[src/rtl/instr_decode_if.sv]
// Fetch-to-decode bus: fetch fields, writeback and execute-stage load info in,
// hazard stall and registered decode results out.
interface instr_decode_if;
  logic        flush;
  logic [4:0]  OPcode;
  logic [2:0]  ALUop;
  logic [4:0]  Rs1;
  logic [4:0]  Rs2;
  logic [4:0]  Rd;
  logic [15:0] Imm;
  logic [26:0] Address;
  logic        wb_en;
  logic [4:0]  wb_rd;
  logic [31:0] wb_data;
  logic        ex_mem_read;
  logic [4:0]  ex_rd;
  logic        stall;
  logic        d_valid;
  logic        d_reg_write;
  logic        d_mem_read;
  logic        d_mem_write;
  logic        d_branch_eq;
  logic        d_branch_ne;
  logic        d_jump;
  logic        d_jump_reg;
  logic        d_illegal;
  logic [4:0]  d_opcode;
  logic [2:0]  d_aluop;
  logic [4:0]  d_rs1;
  logic [4:0]  d_rs2;
  logic [4:0]  d_rd;
  logic [31:0] d_rs1_val;
  logic [31:0] d_rs2_val;
  logic [31:0] d_imm;
  logic [26:0] d_address;
  logic [15:0] stall_count;

  modport master (
    output flush, OPcode, ALUop, Rs1, Rs2, Rd, Imm, Address,
           wb_en, wb_rd, wb_data, ex_mem_read, ex_rd,
    input  stall, d_valid, d_reg_write, d_mem_read, d_mem_write, d_branch_eq,
           d_branch_ne, d_jump, d_jump_reg, d_illegal, d_opcode, d_aluop,
           d_rs1, d_rs2, d_rd, d_rs1_val, d_rs2_val, d_imm, d_address, stall_count
  );

  modport slave (
    input  flush, OPcode, ALUop, Rs1, Rs2, Rd, Imm, Address,
           wb_en, wb_rd, wb_data, ex_mem_read, ex_rd,
    output stall, d_valid, d_reg_write, d_mem_read, d_mem_write, d_branch_eq,
           d_branch_ne, d_jump, d_jump_reg, d_illegal, d_opcode, d_aluop,
           d_rs1, d_rs2, d_rd, d_rs1_val, d_rs2_val, d_imm, d_address, stall_count
  );
endinterface

[src/rtl/instr_decode.sv]
// Decode stage: control decode, 32x32 register file with writeback bypass,
// load-use hazard detection and a one-cycle registered decode output.
module instr_decode (
  input logic           clk,
  input logic           rst,
  instr_decode_if.slave bus
);
  localparam logic [4:0] OP_NOP   = 5'd0;
  localparam logic [4:0] OP_RALU  = 5'd1;
  localparam logic [4:0] OP_IALU  = 5'd2;
  localparam logic [4:0] OP_LOAD  = 5'd3;
  localparam logic [4:0] OP_STORE = 5'd4;
  localparam logic [4:0] OP_BEQ   = 5'd5;
  localparam logic [4:0] OP_BNE   = 5'd6;
  localparam logic [4:0] OP_JUMP  = 5'd7;
  localparam logic [4:0] OP_JR    = 5'd8;

  logic [31:0] rf_reg [32];
  logic        use_rs1, use_rs2;
  logic        reg_write, mem_read, mem_write, branch_eq, branch_ne;
  logic        jump, jump_reg, illegal;
  logic [31:0] rs1_val, rs2_val, imm_ext;
  logic        hazard, stall, bubble;

  always_comb begin
    use_rs1   = 1'b0;
    use_rs2   = 1'b0;
    reg_write = 1'b0;
    mem_read  = 1'b0;
    mem_write = 1'b0;
    branch_eq = 1'b0;
    branch_ne = 1'b0;
    jump      = 1'b0;
    jump_reg  = 1'b0;
    illegal   = 1'b0;
    case (bus.OPcode)
      OP_NOP:   begin end
      OP_RALU:  begin use_rs1 = 1'b1; use_rs2 = 1'b1; reg_write = 1'b1; end
      OP_IALU:  begin use_rs1 = 1'b1; reg_write = 1'b1; end
      OP_LOAD:  begin use_rs1 = 1'b1; reg_write = 1'b1; mem_read = 1'b1; end
      OP_STORE: begin use_rs1 = 1'b1; use_rs2 = 1'b1; mem_write = 1'b1; end
      OP_BEQ:   begin use_rs1 = 1'b1; use_rs2 = 1'b1; branch_eq = 1'b1; end
      OP_BNE:   begin use_rs1 = 1'b1; use_rs2 = 1'b1; branch_ne = 1'b1; end
      OP_JUMP:  begin jump = 1'b1; end
      OP_JR:    begin use_rs1 = 1'b1; jump_reg = 1'b1; end
      default:  begin illegal = 1'b1; end
    endcase
  end

  // Register 0 is hard-wired; a same-cycle writeback to the read register wins.
  always_comb begin
    rs1_val = rf_reg[bus.Rs1];
    rs2_val = rf_reg[bus.Rs2];
    if (bus.Rs1 == 5'd0)
      rs1_val = '0;
    else if (bus.wb_en && bus.wb_rd == bus.Rs1)
      rs1_val = bus.wb_data;
    if (bus.Rs2 == 5'd0)
      rs2_val = '0;
    else if (bus.wb_en && bus.wb_rd == bus.Rs2)
      rs2_val = bus.wb_data;
  end

  assign imm_ext = (bus.OPcode == OP_IALU && bus.ALUop[2]) ? {16'h0000, bus.Imm}
                                                           : {{16{bus.Imm[15]}}, bus.Imm};

  assign hazard = bus.ex_mem_read && (bus.ex_rd != 5'd0) &&
                  ((use_rs1 && bus.Rs1 == bus.ex_rd) || (use_rs2 && bus.Rs2 == bus.ex_rd));
  // Flush outranks the hazard: the squashed instruction needs no stall.
  assign stall     = !rst && !bus.flush && hazard;
  assign bubble    = bus.flush || stall;
  assign bus.stall = stall;

  always_ff @(posedge clk) begin
    if (rst) begin
      for (int i = 0; i < 32; i++) rf_reg[i] <= '0;
    end else if (bus.wb_en && bus.wb_rd != 5'd0) begin
      rf_reg[bus.wb_rd] <= bus.wb_data;
    end
  end

  always_ff @(posedge clk) begin
    if (rst || bubble) begin
      bus.d_valid     <= 1'b0;
      bus.d_reg_write <= 1'b0;
      bus.d_mem_read  <= 1'b0;
      bus.d_mem_write <= 1'b0;
      bus.d_branch_eq <= 1'b0;
      bus.d_branch_ne <= 1'b0;
      bus.d_jump      <= 1'b0;
      bus.d_jump_reg  <= 1'b0;
      bus.d_illegal   <= 1'b0;
      bus.d_opcode    <= '0;
      bus.d_aluop     <= '0;
      bus.d_rs1       <= '0;
      bus.d_rs2       <= '0;
      bus.d_rd        <= '0;
      bus.d_rs1_val   <= '0;
      bus.d_rs2_val   <= '0;
      bus.d_imm       <= '0;
      bus.d_address   <= '0;
    end else begin
      bus.d_valid     <= 1'b1;
      bus.d_reg_write <= reg_write;
      bus.d_mem_read  <= mem_read;
      bus.d_mem_write <= mem_write;
      bus.d_branch_eq <= branch_eq;
      bus.d_branch_ne <= branch_ne;
      bus.d_jump      <= jump;
      bus.d_jump_reg  <= jump_reg;
      bus.d_illegal   <= illegal;
      bus.d_opcode    <= bus.OPcode;
      bus.d_aluop     <= bus.ALUop;
      bus.d_rs1       <= bus.Rs1;
      bus.d_rs2       <= bus.Rs2;
      bus.d_rd        <= bus.Rd;
      bus.d_rs1_val   <= rs1_val;
      bus.d_rs2_val   <= rs2_val;
      bus.d_imm       <= imm_ext;
      bus.d_address   <= bus.Address;
    end
  end

  always_ff @(posedge clk) begin
    if (rst)
      bus.stall_count <= '0;
    else if (stall && bus.stall_count != 16'hFFFF)
      bus.stall_count <= bus.stall_count + 16'd1;
  end
endmodule

[src/flat_wrapper.sv]
// flat-port wrapper written by rule: the top's interface ports become plain ports
module instr_decode_flat 
  (clk, rst, bus_flush, bus_OPcode, bus_ALUop, bus_Rs1, bus_Rs2, bus_Rd, bus_Imm, bus_Address, bus_wb_en, bus_wb_rd, bus_wb_data, bus_ex_mem_read, bus_ex_rd, bus_stall, bus_d_valid, bus_d_reg_write, bus_d_mem_read, bus_d_mem_write, bus_d_branch_eq, bus_d_branch_ne, bus_d_jump, bus_d_jump_reg, bus_d_illegal, bus_d_opcode, bus_d_aluop, bus_d_rs1, bus_d_rs2, bus_d_rd, bus_d_rs1_val, bus_d_rs2_val, bus_d_imm, bus_d_address, bus_stall_count);
  instr_decode_if bus_i ();
  input logic clk;
  input logic rst;
  input wire logic [$bits(bus_i.flush)-1:0] bus_flush;
  input wire logic [$bits(bus_i.OPcode)-1:0] bus_OPcode;
  input wire logic [$bits(bus_i.ALUop)-1:0] bus_ALUop;
  input wire logic [$bits(bus_i.Rs1)-1:0] bus_Rs1;
  input wire logic [$bits(bus_i.Rs2)-1:0] bus_Rs2;
  input wire logic [$bits(bus_i.Rd)-1:0] bus_Rd;
  input wire logic [$bits(bus_i.Imm)-1:0] bus_Imm;
  input wire logic [$bits(bus_i.Address)-1:0] bus_Address;
  input wire logic [$bits(bus_i.wb_en)-1:0] bus_wb_en;
  input wire logic [$bits(bus_i.wb_rd)-1:0] bus_wb_rd;
  input wire logic [$bits(bus_i.wb_data)-1:0] bus_wb_data;
  input wire logic [$bits(bus_i.ex_mem_read)-1:0] bus_ex_mem_read;
  input wire logic [$bits(bus_i.ex_rd)-1:0] bus_ex_rd;
  output wire logic [$bits(bus_i.stall)-1:0] bus_stall;
  output wire logic [$bits(bus_i.d_valid)-1:0] bus_d_valid;
  output wire logic [$bits(bus_i.d_reg_write)-1:0] bus_d_reg_write;
  output wire logic [$bits(bus_i.d_mem_read)-1:0] bus_d_mem_read;
  output wire logic [$bits(bus_i.d_mem_write)-1:0] bus_d_mem_write;
  output wire logic [$bits(bus_i.d_branch_eq)-1:0] bus_d_branch_eq;
  output wire logic [$bits(bus_i.d_branch_ne)-1:0] bus_d_branch_ne;
  output wire logic [$bits(bus_i.d_jump)-1:0] bus_d_jump;
  output wire logic [$bits(bus_i.d_jump_reg)-1:0] bus_d_jump_reg;
  output wire logic [$bits(bus_i.d_illegal)-1:0] bus_d_illegal;
  output wire logic [$bits(bus_i.d_opcode)-1:0] bus_d_opcode;
  output wire logic [$bits(bus_i.d_aluop)-1:0] bus_d_aluop;
  output wire logic [$bits(bus_i.d_rs1)-1:0] bus_d_rs1;
  output wire logic [$bits(bus_i.d_rs2)-1:0] bus_d_rs2;
  output wire logic [$bits(bus_i.d_rd)-1:0] bus_d_rd;
  output wire logic [$bits(bus_i.d_rs1_val)-1:0] bus_d_rs1_val;
  output wire logic [$bits(bus_i.d_rs2_val)-1:0] bus_d_rs2_val;
  output wire logic [$bits(bus_i.d_imm)-1:0] bus_d_imm;
  output wire logic [$bits(bus_i.d_address)-1:0] bus_d_address;
  output wire logic [$bits(bus_i.stall_count)-1:0] bus_stall_count;
  assign bus_i.flush = bus_flush;
  assign bus_i.OPcode = bus_OPcode;
  assign bus_i.ALUop = bus_ALUop;
  assign bus_i.Rs1 = bus_Rs1;
  assign bus_i.Rs2 = bus_Rs2;
  assign bus_i.Rd = bus_Rd;
  assign bus_i.Imm = bus_Imm;
  assign bus_i.Address = bus_Address;
  assign bus_i.wb_en = bus_wb_en;
  assign bus_i.wb_rd = bus_wb_rd;
  assign bus_i.wb_data = bus_wb_data;
  assign bus_i.ex_mem_read = bus_ex_mem_read;
  assign bus_i.ex_rd = bus_ex_rd;
  assign bus_stall = bus_i.stall;
  assign bus_d_valid = bus_i.d_valid;
  assign bus_d_reg_write = bus_i.d_reg_write;
  assign bus_d_mem_read = bus_i.d_mem_read;
  assign bus_d_mem_write = bus_i.d_mem_write;
  assign bus_d_branch_eq = bus_i.d_branch_eq;
  assign bus_d_branch_ne = bus_i.d_branch_ne;
  assign bus_d_jump = bus_i.d_jump;
  assign bus_d_jump_reg = bus_i.d_jump_reg;
  assign bus_d_illegal = bus_i.d_illegal;
  assign bus_d_opcode = bus_i.d_opcode;
  assign bus_d_aluop = bus_i.d_aluop;
  assign bus_d_rs1 = bus_i.d_rs1;
  assign bus_d_rs2 = bus_i.d_rs2;
  assign bus_d_rd = bus_i.d_rd;
  assign bus_d_rs1_val = bus_i.d_rs1_val;
  assign bus_d_rs2_val = bus_i.d_rs2_val;
  assign bus_d_imm = bus_i.d_imm;
  assign bus_d_address = bus_i.d_address;
  assign bus_stall_count = bus_i.stall_count;
  instr_decode u_core (.clk(clk), .rst(rst), .bus(bus_i));
endmodule
[config.mk]
export PLATFORM = sky130hd
export DESIGN_NAME = instr_decode_flat
export DESIGN_NICKNAME = d
export VERILOG_FILES = /design/src/rtl/instr_decode_if.sv /design/src/rtl/instr_decode.sv /design/src/flat_wrapper.sv
export SDC_FILE = /design/constraint.sdc
export NUM_CORES = 2
export LEC_CHECK = 0
export CORE_UTILIZATION = 30
export DETAILED_ROUTE_END_ITERATION = 10
export PLACE_DENSITY = 0.52
export SLEW_MARGIN = 20
export SYNTH_ARGS = -nofsm -noshare
export SYNTH_HDL_FRONTEND = slang
export SYNTH_SLANG_ARGS = --single-unit
[constraint.sdc]
create_clock -name clk -period 2.32 [get_ports clk]
set_input_delay 0.464 -clock clk [delete_from_list [all_inputs] [get_ports clk]]
set_output_delay 0.464 -clock clk [all_outputs]
set_load 0.01 [all_outputs]
Word level (Yosys, flattened, before mapping)
Memory sizes are Yosys's and may differ from the RTL's. A register that Yosys moved wholly into a read port is not among the register bits.
Cells that the tools add are included.

storage, ports and cells
  bits in registers = 92
  memory bits (writable) = 1024
  input port bits = 113
  output and inout bits = 172
  logic and storage cells = 77
  memories kept = 1

operators by class
  add/subtract/negate cells = 1
  equality and inequality tests = 11
  muxes and demuxes = 19
  reductions and logical operators = 27

memories
  memory         depth  width  rd ports  clocked after Yosys merged registers in  wr ports  line                source
  u_core.rf_reg  32     32     2         2                                        32        instr_decode.sv:18  logic [31:0] rf_reg [32];

operator list
  operator                                                                count
  32-bit 2-to-1 mux                                                       1
  32-bit OR reduction                                                     1
  5-bit by 3-bit equality test with 1-bit output (second input constant)  4
  1-bit 2-to-1 mux                                                        17
  16-bit by 1-bit adder with 16-bit output (second input constant)        1
  16-bit inequality test (second input constant)                          1
  5-bit zero test                                                         3
  5-bit by 2-bit equality test with 1-bit output (second input constant)  2
  5-bit equality test                                                     2
  5-bit nonzero test                                                      2
  1-bit logical AND                                                       9
  9-bit OR reduction                                                      1
  7-bit OR reduction                                                      1
  2-bit OR reduction                                                      3
  5-bit by 1-bit equality test with 1-bit output (second input constant)  1
  5-bit by 4-bit equality test with 1-bit output (second input constant)  1
  5-bit 2-to-1 mux                                                        1
  4-bit OR reduction                                                      1
  1-bit logical OR                                                        3
  3-bit OR reduction                                                      1
  1-bit zero test                                                         2

Logic depth before layout (Yosys ltp)
  depth in word-level cells = 10
  mapped depth = 10
  mapped depth without buffers = 7

Worst setup path before layout
OpenSTA, ideal clock, no wires.

  path kind = input-to-reg
  from = in bus_wb_rd[2]
  to = mem u_core.rf_reg[1][0], enable pin
  setup time = 0.375 ns
  data arrival time = 2.014 ns
  required time = 1.945 ns
  slack = -0.069 ns
  stages = 4
  path buffers = 1
  cells stage by stage = clkbuf_1 nor3b_1 nor4b_1 or2_2

RTL lines
  element          line                source
  start, declared  flat_wrapper.sv:16  input wire logic [$bits(bus_i.wb_rd)-1:0] bus_wb_rd;
  end, declared    instr_decode.sv:18

Final worst setup path
  from = in bus_Rs2[2]
  to = out bus_stall

on the way
  cells in the longest elaborated chain, start to end = 5

RTL lines
  element              line                source
  start, declared      flat_wrapper.sv:11  input wire logic [$bits(bus_i.Rs2)-1:0] bus_Rs2;
  5-bit equality test  instr_decode.sv:68  ((use_rs1 && bus.Rs1 == bus.ex_rd) || (use_rs2 && bus.Rs2 == bus.ex_rd));
  1-bit logical AND    instr_decode.sv:68
  1-bit logical OR     instr_decode.sv:68
  1-bit logical AND    instr_decode.sv:67  assign hazard = bus.ex_mem_read && (bus.ex_rd != 5'd0) &&
  1-bit logical AND    instr_decode.sv:70  assign stall = !rst && !bus.flush && hazard;
  end, declared        flat_wrapper.sv:20  output wire logic [$bits(bus_i.stall)-1:0] bus_stall;

No other way between the ends.

==> flow_metrics.py <==
metrics = {
    "cts": {
        "clock_sinks": 1180,
        "numCtsBuffers": 133,
        "clock_latency_ns": 0.80,
        "htreeDepth": 4,
        "cts.clk_slew.worst_paths_ns": 0.06,
        "clock-root-buffer": "clkbuf_16",
        "cts_tree": "yes",
        "cts_buffer_depth": 3,
        "cts_hold_buffers": 0,
        "postCtsSetupBuffers": 0,
    },
    "synthesis": {
        "synthTopCellsByArea": "edfxtp_1 52%, mux4_2 12%, and2_1 10%",
        "synthArstFlopShare_pct": 0,
        "yosys_register_bits": 1180,
        "synth_top_area_share_pct": 51.5,
        "yosysSeqAreaShare_pct": 56.8,
        "syn-mean-instance-area_um2": 13.8,
        "yosysWarnings": 0,
        "synth_cell_types": 55,
        "synth_top_area_cell": "edfxtp_1",
        "ys.flop_type": "edfxtp_1",
        "syn_area_um2": 59700,
        "synth_edf_count": 1024,
        "synthCells": 4327,
    },
    "pwr": {
        "p_sw_mw": 13.2,
        "power_frac_clock_pct": 40.7,
        "sequentialPowerShare_pct": 46.7,
        "p_int_mw": 39.9,
        "leakagePower_nw": 28.0,
        "power-per-cell-area_nw_per_um2": 700,
        "peakVddDrop_mv": 0.643,
        "power_mw": 53.1,
        "swShare_pct": 24.9,
        "comb_power_share_pct": 12.6,
    },
    "global_routing": {
        "grt_max_degree": 61,
        "antenna_found_initial": 14,
        "grt_first_pass_wirelength_um": 305000,
        "grt_pass1_vias": 40900,
        "gr-usage-all-layers_pct": 21.5,
        "grt_overflow": 0,
    },
    "finish": {
        "nets": 5098,
        "largest_reg_flops": 1024,
        "drive_gt1_share_pct": 26.8,
        "stdcell_count": 7739,
        "area_growth_pct": 27.2,
    },
    "min_path": {
        "hold_class": "in2reg",
        "min_path_cells": 2,
        "min_from": "bus_Rs2[0]",
        "whs_endpoint": "u_core.bus.d_rs2[0]",
    },
    "setup_path": {
        "required_ns": 1.86,
        "r2r_start": "u_core.rf_reg[23][5]",
        "endpoint_kind": "primary output",
        "critPathMaxFanout": 2,
        "r2r_setup_slack_ns": 0.18,
        "r2r_end": "u_core.bus.d_rs2_val[5]",
        "crit_path_start": "bus_Rs2[2]",
        "arrival_ns": 1.86,
        "rr_worst_depth": 5,
        "crit_type": "in2out",
        "setup.worst_path.start_class": "input pin",
    },
    "route": {
        "detail_route.wl_per_cell_um": 28.3,
        "detail-route-antenna-nets": 0,
        "vias": 40500,
        "drc": 0,
        "drt_iter0_drc": 4022,
        "firstDrtPassIters": 7,
        "wl_um": 219000,
        "routed_via_density": 5.24,
    },
    "floorplanning": {
        "die_h_um": 448,
        "coreArea_um2": 197000,
        "num_io_pins": 285,
        "die_area_um2": 201000,
        "die_w_um": 448,
        "num_rows": 163,
        "start_util_pct": 30.2,
    },
    "outcome": {
        "outcome": "finished with violations",
        "violations": "negative setup slack",
    },
    "sta": {
        "fin_ws_ns": -0.00574,
        "final.setup.tns_ns": -0.00574,
        "holdWs_ns": 0.0627,
        "rsz0062_at_grt": "yes",
        "skew_ns": 0.0248,
        "slew_violations": 0,
        "fin_crit_ns": 2.33,
        "fmax_mhz": 430,
        "period_share_pct": 100,
        "setup_viol": 1,
        "worstMarginPinSlew_ns": 0.664,
        "slew_headroom_pct": 55.2,
        "finalHoldViolations": 0,
    },
    "placement": {
        "dp_hpwl_um": 150000,
        "portBuffers": 284,
        "pre_cts_slack_ns": -0.826,
        "place.gp.congestion": 0.890,
        "dp.cells": 7489,
    },
    "run": {
        "drv_cap": 0,
    },
}
-- cell usage in the layout, fill, tap and decap left out, types with 44 or more instances in the layout --
cell type / synthesis / layout
a21oi_1: 49 / 49
a221oi_1: 126 / 126
a22oi_1: 159 / 159
and2_1: 998 / 996
and3_1: 134 / 131
buf_12: 0 / 170
buf_4: 37 / 502
clkbuf_16: 0 / 139
clkdlybuf4s50_1: 0 / 251
dfxtp_1: 156 / 132
edfxtp_1: 1024 / 1024
mux2i_1: 372 / 372
mux4_2: 326 / 326
nor2_1: 142 / 110
nor3_2: 40 / 44
o21ai_0: 66 / 66
-- through the flow --
stage	cell area [µm²]	util, %
3_5_place_dp	71400	36.2
5_1_grt	75900	38.4
3_3_place_gp	71400	36.2
2_1_floorplan	59800	-
4_1_cts	75800	38.4
6_report	75900	38.4
-- logic make-up (layout without fill, tap and decap cells) --
logic type,Yosys count,in the layout,synth area share [%]
AO/OA/AOI/OAI,451,451,5.55
XOR/XNOR,20,20,0.294
buffers and inverters,472,1208,3.43
other,1,37,0.00628
flip-flops,1180,1180,56.8
adder cells (fa/ha/maj),1,1,0.0210
AND/OR/NAND/NOR,1503,1503,15.4
multiplexers,699,699,18.6
-- how the worst max path moves through the flow --
stage / end / slack [ns]
detailed placement: u_core.bus.d_imm[10] / -0.83
CTS: bus_stall / -0.03
global placement: u_core.bus.d_rs1_val[18] / -0.91
global route: bus_stall / -0.11
finish: bus_stall / -0.006
floorplan: bus_stall / 0.009
-- power by group through the flow --
stage / sequential (mW) / combinational, mW / clock [mW]
detailed placement: 25.2 / 6.66 / 0
finish: 24.8 / 6.69 / 21.6
global route: 24.9 / 7.00 / 22.7
floorplan: 25.0 / 3.26 / 0
global placement: 25.2 / 6.66 / 0
CTS: 24.8 / 6.68 / 21.9
-- cell type report --
type | count | area [µm²]
fill | 18700 | 122000
sequential | 1180 | 33900
multi-input combinational | 2706 | 24200
timing repair buffer | 958 | 10000
clock buffer | 183 | 3740
tap | 2640 | 3300
clock inverter | 62 | 646
inverter | 5 | 18.8
antenna | 5 | 12.5
-- Yosys cell counts, types with 32 or more instances --
cell,instances
edfxtp_1,1024
and2_1,998
mux2i_1,372
mux4_2,326
clkbuf_1,323
a22oi_1,159
dfxtp_1,156
nor2_1,142
and3_1,134
a221oi_1,126
buf_2,98
o21ai_0,66
a21oi_1,49
nor3_2,40
buf_4,37
nand4_1,37
or2_2,33
nor3_1,32
-- worst max-delay path, stage by stage --
cell	delay, ns
dlygate4sd2_1	0.27
xnor2_1	0.22
nand4_1	0.19
nor4b_4	0.30
o21ai_4	0.10
nor3_2	0.16
buf_2	0.15
-- timing repair --
| action | 4_1_cts | 5_1_grt |
|---|---|---|
| endpoints found under the setup margin | 48 | 6 |
| pin swaps | 2 | 9 |
| resized for setup | 53 | 26 |
-- per-layer routing --
layer / wire (µm) / GRT usage [%] / part of all wire, % / vias up
li1: - / - / - / 17700
met1: 87800 / 27.0 / 40 / 21000
met2: 108000 / 37.0 / 50 / 1537
met3: 15900 / 3.95 / 7.3 / 310
met4: 6590 / 6.84 / 3.0 / 4
met5: 27 / 0 / 0.012 / -
(Power assumes the default switching activity.)
